<file path="config.mk">
export PLATFORM = sky130hd
export DESIGN_NAME = logic_gate_pipe_flat
export DESIGN_NICKNAME = d
export VERILOG_FILES = /design/src/rtl/logic_gate_pkg.sv /design/src/rtl/logic_gate_pipe_if.sv /design/src/rtl/logic_gate_pipe_stage.sv /design/src/rtl/logic_gate_pipe.sv /design/src/flat_wrapper.sv
export SDC_FILE = /design/constraint.sdc
export NUM_CORES = 1
export LEC_CHECK = 0
export CORE_ASPECT_RATIO = 1.2
export CORE_MARGIN = 2
export CORE_UTILIZATION = 30
export CTS_BUF_LIST = sky130_fd_sc_hd__clkbuf_8
export CTS_CLUSTER_DIAMETER = 150
export DETAILED_ROUTE_END_ITERATION = 8
export GPL_TIMING_DRIVEN = 0
export PLACE_DENSITY = 0.63
export SYNTH_ARGS = -nofsm -noshare
export SYNTH_HDL_FRONTEND = slang
export SYNTH_SLANG_ARGS = --single-unit
export TNS_END_PERCENT = 50
</file>
<file path="constraint.sdc">
create_clock -name clk -period 2.1 [get_ports clk]
set_clock_uncertainty 0.05 [all_clocks]
set_input_delay 0.21 -clock clk [delete_from_list [all_inputs] [get_ports clk]]
set_output_delay 0.21 -clock clk [all_outputs]
set_load 0.01 [all_outputs]
</file>
<file path="src/rtl/logic_gate_pkg.sv">
// Shared types and constants for the logic_gate_pipe datapath.
package logic_gate_pkg;

    typedef enum logic [2:0] {
        OP_AND  = 3'd0,
        OP_OR   = 3'd1,
        OP_XOR  = 3'd2,
        OP_NAND = 3'd3,
        OP_NOR  = 3'd4,
        OP_XNOR = 3'd5,
        OP_PASS = 3'd6,
        OP_NOT  = 3'd7
    } op_e;

    localparam int unsigned OP_W  = 3;
    localparam int unsigned CNT_W = 16;

    // Increment that sticks at all-ones.
    function automatic logic [CNT_W-1:0] sat_inc(input logic [CNT_W-1:0] v);
        return (&v) ? v : v + CNT_W'(1);
    endfunction

endpackage

</file>
<file path="src/rtl/logic_gate_pipe_if.sv">
// Input/output handshake bundle of logic_gate_pipe; slave is the pipe side.
interface logic_gate_pipe_if #(
    parameter int unsigned WIDTH  = 8,
    parameter int unsigned NUM_IN = 2
);
    import logic_gate_pkg::*;

    logic                    in_valid;
    logic                    in_ready;
    logic [NUM_IN*WIDTH-1:0] in_data;
    logic [OP_W-1:0]         in_op;
    logic                    out_valid;
    logic                    out_ready;
    logic [WIDTH-1:0]        out_data;
    logic                    out_zero;
    logic                    out_ones;
    logic                    out_parity;

    modport master (
        output in_valid, in_data, in_op, out_ready,
        input  in_ready, out_valid, out_data, out_zero, out_ones, out_parity
    );

    modport slave (
        input  in_valid, in_data, in_op, out_ready,
        output in_ready, out_valid, out_data, out_zero, out_ones, out_parity
    );

endinterface

</file>
<file path="src/rtl/logic_gate_pipe_stage.sv">
// One valid/ready register slice: loads when empty or when its content leaves.
module pipe_stage #(
    parameter int unsigned DW = 8
) (
    input  logic          clk,
    input  logic          rst_n,
    input  logic          in_valid,
    output logic          in_ready_c,
    input  logic [DW-1:0] in_data,
    output logic          out_valid,
    input  logic          out_ready,
    output logic [DW-1:0] out_data
);

    logic          valid_q, valid_d;
    logic [DW-1:0] data_q,  data_d;

    always_comb begin
        in_ready_c = !valid_q || out_ready;
        valid_d    = valid_q;
        data_d     = data_q;
        if (in_ready_c) begin
            valid_d = in_valid;
            if (in_valid) data_d = in_data;
        end
    end

    always_ff @(posedge clk or negedge rst_n) begin
        if (!rst_n) begin
            valid_q <= 1'b0;
            data_q  <= '0;
        end else begin
            valid_q <= valid_d;
            data_q  <= data_d;
        end
    end

    assign out_valid = valid_q;
    assign out_data  = data_q;

endmodule

</file>
<file path="src/rtl/logic_gate_pipe.sv">
// Two-stage N-input bitwise logic unit with status flags and a transfer counter.
module logic_gate_pipe
    import logic_gate_pkg::*;
#(
    parameter int unsigned WIDTH  = 8,
    parameter int unsigned NUM_IN = 2
) (
    input  logic             clk,
    input  logic             rst_n,
    logic_gate_pipe_if.slave bus,
    input  logic             cnt_clr,
    output logic [CNT_W-1:0] xfer_cnt
);

    localparam int unsigned S2_W = WIDTH + 3;

    logic [WIDTH-1:0] and_r, or_r, xor_r, op0, res_c;
    logic             s1_ready_c, s1_valid, s2_ready_c, s2_valid;
    logic [WIDTH-1:0] s1_data;
    logic [S2_W-1:0]  s2_in, s2_data;
    logic [CNT_W-1:0] cnt_q, cnt_d;

    // Reduce all operands, then pick the requested function.
    always_comb begin
        and_r = '1;
        or_r  = '0;
        xor_r = '0;
        for (int unsigned k = 0; k < NUM_IN; k++) begin
            and_r = and_r & bus.in_data[k*WIDTH +: WIDTH];
            or_r  = or_r  | bus.in_data[k*WIDTH +: WIDTH];
            xor_r = xor_r ^ bus.in_data[k*WIDTH +: WIDTH];
        end
        op0 = bus.in_data[WIDTH-1:0];
        case (op_e'(bus.in_op))
            OP_AND:  res_c = and_r;
            OP_OR:   res_c = or_r;
            OP_XOR:  res_c = xor_r;
            OP_NAND: res_c = ~and_r;
            OP_NOR:  res_c = ~or_r;
            OP_XNOR: res_c = ~xor_r;
            OP_NOT:  res_c = ~op0;
            default: res_c = op0;
        endcase
    end

    pipe_stage #(.DW(WIDTH)) u_s1 (
        .clk        (clk),
        .rst_n      (rst_n),
        .in_valid   (bus.in_valid),
        .in_ready_c (s1_ready_c),
        .in_data    (res_c),
        .out_valid  (s1_valid),
        .out_ready  (s2_ready_c),
        .out_data   (s1_data)
    );

    // Flags ride alongside the result as {parity, ones, zero, data}.
    assign s2_in = {^s1_data, &s1_data, ~|s1_data, s1_data};

    pipe_stage #(.DW(S2_W)) u_s2 (
        .clk        (clk),
        .rst_n      (rst_n),
        .in_valid   (s1_valid),
        .in_ready_c (s2_ready_c),
        .in_data    (s2_in),
        .out_valid  (s2_valid),
        .out_ready  (bus.out_ready),
        .out_data   (s2_data)
    );

    assign bus.in_ready   = s1_ready_c;
    assign bus.out_valid  = s2_valid;
    assign bus.out_data   = s2_data[WIDTH-1:0];
    assign bus.out_zero   = s2_data[WIDTH];
    assign bus.out_ones   = s2_data[WIDTH+1];
    assign bus.out_parity = s2_data[WIDTH+2];

    // Clear has priority over a coincident transfer.
    always_comb begin
        cnt_d = cnt_q;
        if (cnt_clr)                         cnt_d = '0;
        else if (s2_valid && bus.out_ready)  cnt_d = sat_inc(cnt_q);
    end

    always_ff @(posedge clk or negedge rst_n) begin
        if (!rst_n) cnt_q <= '0;
        else        cnt_q <= cnt_d;
    end

    assign xfer_cnt = cnt_q;

endmodule

</file>
<file path="src/flat_wrapper.sv">
// flat-port wrapper written by rule: the top's interface ports become plain ports
module logic_gate_pipe_flat import logic_gate_pkg::*;
#(
    parameter int unsigned WIDTH  = 8,
    parameter int unsigned NUM_IN = 2
)
  (clk, rst_n, cnt_clr, xfer_cnt, bus_in_valid, bus_in_data, bus_in_op, bus_out_ready, bus_in_ready, bus_out_valid, bus_out_data, bus_out_zero, bus_out_ones, bus_out_parity);
  logic_gate_pipe_if #(.WIDTH(WIDTH), .NUM_IN(NUM_IN)) bus_i ();
  input  logic clk;
  input  logic rst_n;
  input  logic cnt_clr;
  output logic [CNT_W-1:0] xfer_cnt;
  input wire logic [$bits(bus_i.in_valid)-1:0] bus_in_valid;
  input wire logic [$bits(bus_i.in_data)-1:0] bus_in_data;
  input wire logic [$bits(bus_i.in_op)-1:0] bus_in_op;
  input wire logic [$bits(bus_i.out_ready)-1:0] bus_out_ready;
  output wire logic [$bits(bus_i.in_ready)-1:0] bus_in_ready;
  output wire logic [$bits(bus_i.out_valid)-1:0] bus_out_valid;
  output wire logic [$bits(bus_i.out_data)-1:0] bus_out_data;
  output wire logic [$bits(bus_i.out_zero)-1:0] bus_out_zero;
  output wire logic [$bits(bus_i.out_ones)-1:0] bus_out_ones;
  output wire logic [$bits(bus_i.out_parity)-1:0] bus_out_parity;
  assign bus_i.in_valid = bus_in_valid;
  assign bus_i.in_data = bus_in_data;
  assign bus_i.in_op = bus_in_op;
  assign bus_i.out_ready = bus_out_ready;
  assign bus_in_ready = bus_i.in_ready;
  assign bus_out_valid = bus_i.out_valid;
  assign bus_out_data = bus_i.out_data;
  assign bus_out_zero = bus_i.out_zero;
  assign bus_out_ones = bus_i.out_ones;
  assign bus_out_parity = bus_i.out_parity;
  logic_gate_pipe #(.WIDTH(WIDTH), .NUM_IN(NUM_IN)) u_core (.clk(clk), .rst_n(rst_n), .bus(bus_i), .cnt_clr(cnt_clr), .xfer_cnt(xfer_cnt));
endmodule
</file>
==> out/summary.txt, run 1 <==
maximum vdd drop: 0.2374 mV
worst setup slack after layout: 0.1027 ns
total clock sinks: 37
detailed placer's ending HPWL: 4.846 mm
routed len/inst: 12.93 µm
Area Overhead vs Synth: 28.54%
row cnt: 37
Post-DRT Antenna Nets: 0
Syn Nets: 353
Initial Util: 0.3097
dpl ws: -0.2761 ns
share of layout cells above drive strength 1: 0.08310
Worst setup EP type: flop
fmax: 0.5007 GHz
routed vias/inst: 5.167
routability congestion estimate from global placement: 0.8407
Die Y-Extent: 107.0 µm
clock tree buffer depth: 2
largest net degree at the start of global routing: 38
cell area after layout: 0.003410 mm²
share of synthesized flip-flops with an asynchronous set or reset: 1.000
count of yosys warnings during synthesis: 0
final core utilization: 0.3981
RSZ-0062 raised after global routing: false
kind of critical path: reg2reg
initial antenna violation count: 0
placed cells: 470
pwr dens: 571.3 mW/mm²
clk slew on worst S/H paths: 0.08 ns
Least-Margin Pin Slew: 0.8084 ns
Post-Synthesis Cell Area: 0.002653 mm²
NumNets Final: 409
Tot Pwr: 1.948 mW
Slew headroom: 0.4610
I/O pin count: 53
post-route insts no fill: 478
slowest stage cell on the critical path: dfrtp_1
Post-synth EDFFs: 0
sequential share of the synthesized area: 0.3491
fin. max-slew vios: 0
peak fanout along the critical path: 10
most frequent cells in the layout: clkdlybuf4s50_1, dfrtp_1, o21ai_0, a21oi_1
Final Hold Fails: 0
vias in the first global route: 2375
Routed WL: 6.182 mm
period utilization: 0.9511
Die W: 89.84 µm
Yosys reg bits: 37
CTS Buf Count: 5
worst min path class: in2reg
Cell Chain, Critical Path: ha_2 > nand4_1 > nor4_1 > buf_4 > buf_2 > nor3b_1 > o21ba_2
H-tree depth: 2
First DRT Iteration DRCs: 110
Clk Latency, worst-skew pair: 0.29 ns
CP peak stage delay: 0.41 ns
Tmin final: 1.997 ns
CTS Root Cell: clkbuf_8
CTS tree: yes
final setup violating endpoints: 0
max-cap viol count: 0
Worst Path Required: 2.24 ns
total gr overflow: 0
via count: 2470
Unique masters post-synth: 40
LEAKAGE: 1.408 nW
crit path DAT: 2.14 ns
core area: 0.008564 mm²
PortBufs: 49
all-layer global routing usage: 0.1299
synthesized netlist cell count: 304
status: finished, final reports clean
placed cell areas: 0.003284 mm²
drt first pass iters: 6
synthesized area per cell: 8.725 µm²
Die Area: 0.009613 mm²
DRC: 0
ys flop type: dfrtp_1
most common cell after layout, fill and taps aside: clkdlybuf4s50_1
ANT cells: 0
global-route wire length before repair: 10.54 mm
startpoint class of the critical path: flop
[flip-flops by register name, summed over array words and instances (netlist names)]
| name | flops |
|---|---|
| u_core.u_s1.out_data | 8 |
| u_core.u_s1.out_valid | 1 |
| u_core.u_s2.out_data | 11 |
| u_core.u_s2.out_valid | 1 |
| u_core.xfer_cnt | 16 |
[cell usage after synthesis (2+ instances only)]
cell / instances / area [µm²]
nand3_1: 6 / 30.03
dfrtp_1: 37 / 925.9
nor4_1: 3 / 18.77
clkbuf_1: 12 / 45.04
or3_1: 5 / 31.28
ha_1: 25 / 312.8
nand2b_1: 9 / 56.30
a2bb2oi_1: 3 / 26.28
o22ai_1: 9 / 56.30
nand4_1: 6 / 37.54
o221ai_1: 4 / 35.03
a21oi_1: 28 / 140.1
mux2_2: 6 / 67.56
o21ai_0: 28 / 140.1
or4_1: 10 / 75.07
buf_1: 3 / 11.26
a221o_1: 4 / 40.04
buf_2: 4 / 20.02
nor2b_1: 6 / 37.54
nor2_1: 2 / 7.510
inv_1: 27 / 101.4
mux2i_1: 6 / 60.06
and2_1: 2 / 12.51
o31ai_1: 11 / 82.58
xnor2_1: 3 / 26.28
nand2_1: 27 / 101.4
nor3_1: 4 / 20.02
nand3b_1: 2 / 15.01
[through the flow]
step | hold WS [ns] | setup TNS (ns)
global placement | 0.4185 | -5.904
finish | 0.2386 | 0
floorplan | -0.1356 | 0
detailed placement | 0.3122 | -2.181
CTS | 0.2499 | 0
global route | 0.2916 | 0
[per-layer routing]
metal | wire (µm) | vias to the layer above | global-route usage
met5 | 0 | - | 0
met2 | 3110 | 82 | 0.2403
met4 | 102 | 0 | 0.04615
met1 | 2635 | 1158 | 0.1482
met3 | 334 | 11 | 0.02741
li1 | - | 1219 | -
[worst max-delay path, delay by kind of cell (launching register included)]
kind | cells | cell delay [ns]
AND/OR/NAND/NOR | 3 | 0.49
adder cells (fa/ha/maj) | 1 | 0.24
AO/OA/AOI/OAI | 1 | 0.21
buffers and inverters | 2 | 0.49
flip-flops | 1 | 0.41
[power breakdown]
| group | switching (mW) | internal, mW |
|---|---|---|
| Clock | 0.254 | 0.297 |
| Sequential | 0.0555 | 0.791 |
| Combinational | 0.268 | 0.283 |
[final timing paths]
| path | startpoint | slack (ns) | end | depth (start not counted) |
|---|---|---|---|---|
| min | cnt_clr | 0.24 | u_core.xfer_cnt[0] | 2 |
| max reg2reg | u_core.xfer_cnt[1] | 0.10 | u_core.xfer_cnt[1] | 7 |
| min in group asynchronous | rst_n | 0.49 | u_core.xfer_cnt[4] | 2 |
| max in group asynchronous | rst_n | 0.95 | u_core.xfer_cnt[6] | 2 |
| max | u_core.xfer_cnt[1] | 0.10 | u_core.xfer_cnt[1] | 7 |
| min reg2reg | u_core.u_s1.out_valid | 0.44 | u_core.u_s2.out_valid | 1 |
[cell type report]
| class | instances | area [µm²] |
|---|---|---|
| repair buffers | 50 | 498.0 |
| fillers | 856 | 5155 |
| clock buffers | 7 | 96.34 |
| plain buffers | 18 | 75.07 |
| flip-flops and latches | 37 | 929.6 |
| clock inverters | 1 | 5.005 |
| multi-input cells | 221 | 1558 |
| well taps | 117 | 146.4 |
| inverters | 27 | 101.3 |
[repair_timing]
| item | CTS | global route |
|---|---|---|
| setup buffers | 0 | 0 |
| endpoints found under the setup margin | 0 | 17 |
| hold buffers | 1 | 0 |
| gates resized for setup | 0 | 7 |
| endpoints found under the hold margin | 20 | 0 |
[kinds of logic (layout without fill, tap and decap cells)]
logic type | after synthesis | count (layout) | synth area share
simple gates | 89 | 89 | 0.1896
compound gates | 90 | 90 | 0.2057
fa+ha+maj | 25 | 25 | 0.1179
mux | 14 | 14 | 0.06085
xor+xnor | 3 | 3 | 0.009907
buf+inv | 46 | 103 | 0.06698
flops | 37 | 37 | 0.3491
Note: power is estimated with default switching activity, not from simulation.
==> run 2: changes to the inputs <==
--- a/config.mk
+++ b/config.mk
@@ -7,12 +7,13 @@
 export LEC_CHECK = 0
 export CORE_ASPECT_RATIO = 1.2
 export CORE_MARGIN = 2
-export CORE_UTILIZATION = 30
+export CORE_UTILIZATION = 45
 export CTS_BUF_LIST = sky130_fd_sc_hd__clkbuf_8
 export CTS_CLUSTER_DIAMETER = 150
+export CTS_CLUSTER_SIZE = 20
 export DETAILED_ROUTE_END_ITERATION = 8
 export GPL_TIMING_DRIVEN = 0
-export PLACE_DENSITY = 0.63
+export PLACE_DENSITY = 0.83
 export SYNTH_ARGS = -nofsm -noshare
 export SYNTH_HDL_FRONTEND = slang
 export SYNTH_SLANG_ARGS = --single-unit
==> run 2 against run 1 <==
Compared with the run above:
- critical path depth shrank 3
- register-to-register slack gained 0.02 ns
- sequential power is essentially flat
- largest power group unchanged
==> out/summary.txt, run 2 (synthesis gave the netlist of run 1 again) <==
H-tree depth: 2 (unchanged)
DRC: 0 (unchanged)
kind of critical path: reg2reg (unchanged)
pwr dens: 600.3 mW/mm² (was 571.3 mW/mm²)
reg2reg start: u_core.xfer_cnt[6] (was u_core.xfer_cnt[1])
total clock sinks: 37 (unchanged)
max-cap viol count: 0 (unchanged)
total gr overflow: 0 (unchanged)
Slew headroom: 0.4521 (was 0.4610)
worst min path class: in2reg (unchanged)
crit path DAT: 2.10 ns (was 2.14 ns)
CTS Buf Count: 5 (unchanged)
Post-DRT Antenna Nets: 0 (unchanged)
RSZ-0062 raised after global routing: false (unchanged)
post-route insts no fill: 441 (was 478)
routed vias/inst: 5.673 (was 5.167)
initial antenna violation count: 0 (unchanged)
fill cell count: 487 (was 856)
Final Hold Fails: 0 (unchanged)
status: finished, final reports clean (unchanged)
largest net degree at the start of global routing: 38 (unchanged)
Area Overhead vs Synth: 27.78% (was 28.54%)
Tmin final: 1.974 ns (was 1.997 ns)
most common cell after layout, fill and taps aside: clkdlybuf4s50_1 (unchanged)
Die Y-Extent: 88.11 µm (was 107.0 µm)
cell area after layout: 0.003390 mm² (was 0.003410 mm²)
ANT cells: 0 (unchanged)
fin. max-slew vios: 0 (unchanged)
PortBufs: 49 (unchanged)
fmax: 0.5067 GHz (was 0.5007 GHz)
routed len/inst: 14.02 µm (was 12.93 µm)
Worst Path Required: 2.23 ns (was 2.24 ns)
drt first pass iters: 4 (was 6)
routability congestion estimate from global placement: 0.8933 (was 0.8407)
CTS tree: yes (unchanged)
period utilization: 0.9398 (was 0.9511)
share of layout cells above drive strength 1: 0.08310 (unchanged)
all-layer global routing usage: 0.2032 (was 0.1299)
Initial Util: 0.4680 (was 0.3097)
clock tree buffer depth: 2 (unchanged)
placed cells: 433 (was 470)
I/O pin count: 53 (unchanged)
via count: 2502 (was 2470)
global-route wire length before repair: 10.49 mm (was 10.54 mm)
peak fanout along the critical path: 8 (was 10)
First DRT Iteration DRCs: 134 (was 110)
NumNets Final: 409 (unchanged)
final setup violating endpoints: 0 (unchanged)
Least-Margin Pin Slew: 0.8218 ns (was 0.8084 ns)
Routed WL: 6.182 mm (unchanged)
most frequent cells in the layout: clkdlybuf4s50_1, dfrtp_1, inv_1, o21ai_0, a21oi_1 (was clkdlybuf4s50_1, dfrtp_1, o21ai_0, a21oi_1)
placed cell areas: 0.003238 mm² (was 0.003284 mm²)
LEAKAGE: 1.422 nW (was 1.408 nW)
core area: 0.005668 mm² (was 0.008564 mm²)
R2R Setup Slk: 0.13 ns (was 0.10 ns)
clk slew on worst S/H paths: 0.07 ns (was 0.08 ns)
vias in the first global route: 2392 (was 2375)
Hold Startpoint: cnt_clr (unchanged)
startpoint class of the critical path: flop (unchanged)
row cnt: 30 (was 37)
Clk Latency, worst-skew pair: 0.30 ns (was 0.29 ns)
maximum vdd drop: 0.2626 mV (was 0.2374 mV)
CTS Root Cell: clkbuf_8 (unchanged)
Die W: 74.09 µm (was 89.84 µm)
max FFs per register: 16 (unchanged)
Critical Path Source: u_core.xfer_cnt[6] (was u_core.xfer_cnt[1])
Die Area: 0.006527 mm² (was 0.009613 mm²)
detailed placer's ending HPWL: 4.744 mm (was 4.846 mm)
Worst setup EP type: flop (unchanged)
[run 2: metrics by stage]
step	util	worst slack, ns	hold WS (ns)	TNS (ns)	power [mW]
after floorplan	-	0.1831	-0.1356	0	1.168
after global placement	0.5722	-0.1850	0.4136	-1.725	1.390
after detailed placement	0.5713	-0.2553	0.2979	-1.991	1.416
after CTS	0.5936	0.03059	0.2602	0	2.053
after global routing	0.5980	0.02005	0.2934	0	2.154
final	0.5980	0.1265	0.2593	0	2.035
[run 2: repair_timing]
action / CTS / global route
resized for setup: 0 / 10
endpoints found under the hold margin: 37 / 0
hold buffers: 1 / 0
endpoints found under the setup margin: 0 / 22
buffers inserted: 0 / 0
[run 2: cell type report]
type / count / area, µm² / share of cell area
multi-input combinational: 221 / 1567 / 0.4622
sequential: 37 / 928.4 / 0.2739
timing repair buffer: 50 / 498.0 / 0.1469
inverter: 27 / 101.3 / 0.02990
tap: 80 / 100.1 / 0.02953
clock buffer: 6 / 82.58 / 0.02436
buffer: 18 / 78.83 / 0.02326
clock inverter: 2 / 33.78 / 0.009967
[run 2: metal layers]
metal / vias to the layer above / share of wire / track usage
met5: - / 0 / 0
met4: 0 / 0.013 / 0.07603
met3: 8 / 0.048 / 0.02992
met2: 80 / 0.55 / 0.3929
met1: 1189 / 0.39 / 0.2173
li1: 1225 / - / -
[run 2: critical path: stages, from the launching register on]
cell	delay, ns
dfrtp_2	0.44
nand4_2	0.20
or4_1	0.57
a211oi_2	0.24
mux2_1	0.35
[run 2: final timing paths]
kind / endpoint / cells past startpoint
max in group asynchronous: u_core.xfer_cnt[6] / 2
worst max register to register: u_core.xfer_cnt[15] / 4
worst max-delay path: u_core.xfer_cnt[15] / 4
worst min-delay path: u_core.xfer_cnt[3] / 2
min in group asynchronous: u_core.xfer_cnt[9] / 2
worst min register to register: u_core.u_s2.out_data[6] / 2
[run 2: report_power, final]
part | switching (mW) | internal [mW]
clock | 0.254 | 0.382
combinational | 0.269 | 0.282
sequential | 0.0557 | 0.791
==> run 3: changes to the inputs <==
--- a/config.mk
+++ b/config.mk
@@ -7,13 +7,14 @@
 export LEC_CHECK = 0
 export CORE_ASPECT_RATIO = 1.2
 export CORE_MARGIN = 2
-export CORE_UTILIZATION = 45
+export CORE_UTILIZATION = 40
 export CTS_BUF_LIST = sky130_fd_sc_hd__clkbuf_8
 export CTS_CLUSTER_DIAMETER = 150
 export CTS_CLUSTER_SIZE = 20
 export DETAILED_ROUTE_END_ITERATION = 8
 export GPL_TIMING_DRIVEN = 0
-export PLACE_DENSITY = 0.83
+export PLACE_DENSITY = 0.77
+export SLEW_MARGIN = 20
 export SYNTH_ARGS = -nofsm -noshare
 export SYNTH_HDL_FRONTEND = slang
 export SYNTH_SLANG_ARGS = --single-unit
==> run 3 against run 2 <==
Compared with the run above:
- count of clock-buffer cells in the layout shrank 1
- non-clock buffer count rose by 1
- total power down 1.8%
- utilization is 6.7 points lower
- critical endpoint unchanged
- critical path type unchanged
- die area is 12% higher
- via count shrank 0.52%
- clock power shrank 7.1%
- final cell count is 1.1% higher
- sequential share of layout area decreased by 0.14 points
- register-to-register slack worse by 0.04 ns
- critical path depth unchanged
==> out/summary.txt, run 3 (synthesis gave the netlist of run 1 again) <==
Worst Path Required: 2.22 ns (was 2.23 ns)
pwr dens: 587.2 mW/mm² (was 600.3 mW/mm²)
dpl ws: -0.2942 ns (was -0.2553 ns)
WL met3: 392 µm (was 294 µm)
critical path's top delay family: simple AND/OR/NAND/NOR gates (unchanged)
initial antenna violation count: 0 (unchanged)
Tot Pwr: 1.998 mW (was 2.035 mW)
met2 routed WL: 3.344 mm (was 3.423 mm)
routed len/inst: 13.95 µm (was 14.02 µm)
post-route setup TNS: 0 ns (unchanged)
Hold Startpoint: cnt_clr (unchanged)
Logic pwr share: 0.281 (was 0.271)
clock tree buffer depth: 2 (unchanged)
CTS Root Cell: clkbuf_8 (unchanged)
vias in the first global route: 2347 (was 2392)
final hold slack: 0.2515 ns (was 0.2593 ns)
register area: 927.1 µm² (was 928.4 µm²)
ANT cells: 0 (unchanged)
DRC: 0 (unchanged)
reg2reg start: u_core.xfer_cnt[7] (was u_core.xfer_cnt[6])
total clock sinks: 37 (unchanged)
Die Y-Extent: 93.21 µm (was 88.11 µm)
period utilization: 0.9587 (was 0.9398)
total gr overflow: 0 (unchanged)
Sw Ratio: 0.2874 (was 0.2848)
Least-Margin Pin Slew: 0.5256 ns (was 0.8218 ns)
setup bufs post-CTS: 0 (unchanged)
First DRT Iteration DRCs: 203 (was 134)
CTS Buf Count: 5 (unchanged)
I/O pin count: 53 (unchanged)
detailed placer's ending HPWL: 4.908 mm (was 4.744 mm)
peak fanout along the critical path: 7 (was 8)
Initial Util: 0.4141 (was 0.4680)
most common cell after layout, fill and taps aside: clkdlybuf4s50_1 (unchanged)
Tmin final: 2.013 ns (was 1.974 ns)
Final Hold Fails: 0 (unchanged)
share of layout cells above drive strength 1: 0.08310 (unchanged)
all-layer global routing usage: 0.1872 (was 0.2032)
sequential share of power: 0.422 (was 0.416)
row cnt: 32 (was 30)
clk slew on worst S/H paths: 0.07 ns (about the same)
RSZ-0062 raised after global routing: false (unchanged)
Routed WL: 6.222 mm (was 6.182 mm)
worst setup slack after layout: 0.08682 ns (was 0.1265 ns)
PortBufs: 49 (unchanged)
Clk Latency, worst-skew pair: 0.29 ns (was 0.30 ns)
global-route wire length before repair: 10.97 mm (was 10.49 mm)
max FFs per register: 16 (unchanged)
slowest stage cell on the critical path: or4_1 (unchanged)
drt first pass iters: 4 (unchanged)
fin. max-slew vios: 0 (unchanged)
routability congestion estimate from global placement: 0.9305 (was 0.8933)
maximum vdd drop: 0.2597 mV (was 0.2626 mV)
Post-DRT Antenna Nets: 0 (unchanged)
Worst setup EP type: flop (unchanged)
final core utilization: 0.5311 (was 0.5980)
Clk pwr share: 0.296 (was 0.313)
Multi-input gate area: 0.001564 mm² (was 0.001567 mm²)
CP bufs+invs: 0 (unchanged)
Met1 Routed Length: 2.415 mm (was 2.384 mm)
largest net degree at the start of global routing: 24 (was 38)
fill cell count: 601 (was 487)
final setup violating endpoints: 0 (unchanged)
status: finished, final reports clean (unchanged)
Cell Chain, Critical Path: nand4_2 > or4_1 > a211oi_1 > mux2_1 (was nand4_2 > or4_1 > a211oi_2 > mux2_1)
Die Area: 0.007301 mm² (was 0.006527 mm²)
NetSw: 0.5741 mW (was 0.5796 mW)
via count: 2489 (was 2502)
NumNets Final: 410 (was 409)
most frequent cells in the layout: clkdlybuf4s50_1, dfrtp_1, o21ai_0, a21oi_1 (was clkdlybuf4s50_1, dfrtp_1, inv_1, o21ai_0, a21oi_1)
kind of critical path: reg2reg (unchanged)
core area: 0.006406 mm² (was 0.005668 mm²)
CTS tree: yes (unchanged)
Critical Path Source: u_core.xfer_cnt[7] (was u_core.xfer_cnt[6])
startpoint class of the critical path: flop (unchanged)
H-tree depth: 2 (unchanged)
Int Pwr: 1.424 mW (was 1.455 mW)
routed vias/inst: 5.581 (was 5.673)
CP peak stage delay: 0.55 ns (was 0.57 ns)
Slew headroom: 0.6485 (was 0.4521)
fmax: 0.4967 GHz (was 0.5067 GHz)
Die W: 78.34 µm (was 74.09 µm)
top sig layer: met4 (unchanged)
LEAKAGE: 1.417 nW (was 1.422 nW)
max-cap viol count: 0 (unchanged)
crit path DAT: 2.14 ns (was 2.10 ns)
worst min path class: in2reg (unchanged)
Area Overhead vs Synth: 28.25% (was 27.78%)
[run 3: cell count changes in the layout (fill, tap and decap cells not counted), sizes merged]
cell           change
buf                +2
clkbuf             -2
clkdlybuf4s50      +1
clkinv             +1
dlymetal6s2s       -1
inv                -1
[run 3: worst paths after layout]
path	end	slack, ns	cells after the start
worst max-delay path	u_core.xfer_cnt[15]	0.09	4
worst min-delay path	u_core.xfer_cnt[0]	0.25	2
worst max register to register	u_core.xfer_cnt[15]	0.09	4
worst min register to register	u_core.u_s2.out_data[7]	0.44	2
max in group asynchronous	u_core.xfer_cnt[6]	1.22	3
min in group asynchronous	u_core.xfer_cnt[3]	0.32	2
[run 3: per-stage QoR]
step | area (µm²) | instances
floorplan | 2653 | 304
global placement | 3249 | 438
detailed placement | 3272 | 439
CTS | 3386 | 447
global route | 3402 | 446
finish | 3402 | 446
[run 3: area by class of cell]
class,count,share of cell area
multi-input combinational,221,0.4597
inverter,27,0.02979
clock buffer,5,0.02023
clock inverter,2,0.01030
buffer,18,0.02243
timing repair buffer,51,0.1537
tap,85,0.03126
sequential,37,0.2725
[run 3: layer usage]
| layer | up-vias | global-route usage |
|---|---|---|
| li1 | 1220 | - |
| met3 | 7 | 0.03571 |
| met1 | 1156 | 0.2077 |
| met2 | 106 | 0.3599 |
| met4 | 0 | 0.05263 |
| met5 | - | 0 |
[run 3: repair_timing]
item,CTS,global route
setup endpoints to repair,0,22
resized for setup,0,7
hold buffers,1,0
endpoints found under the hold margin,14,0
[run 3: power by group through the flow]
stage / registers [mW] / logic (mW) / clock network [mW]
floorplan: 0.870 / 0.298 / 0
global placement: 0.855 / 0.540 / 0
detailed placement: 0.858 / 0.565 / 0
CTS: 0.844 / 0.569 / 0.607
global route: 0.856 / 0.626 / 0.645
finish: 0.843 / 0.562 / 0.592
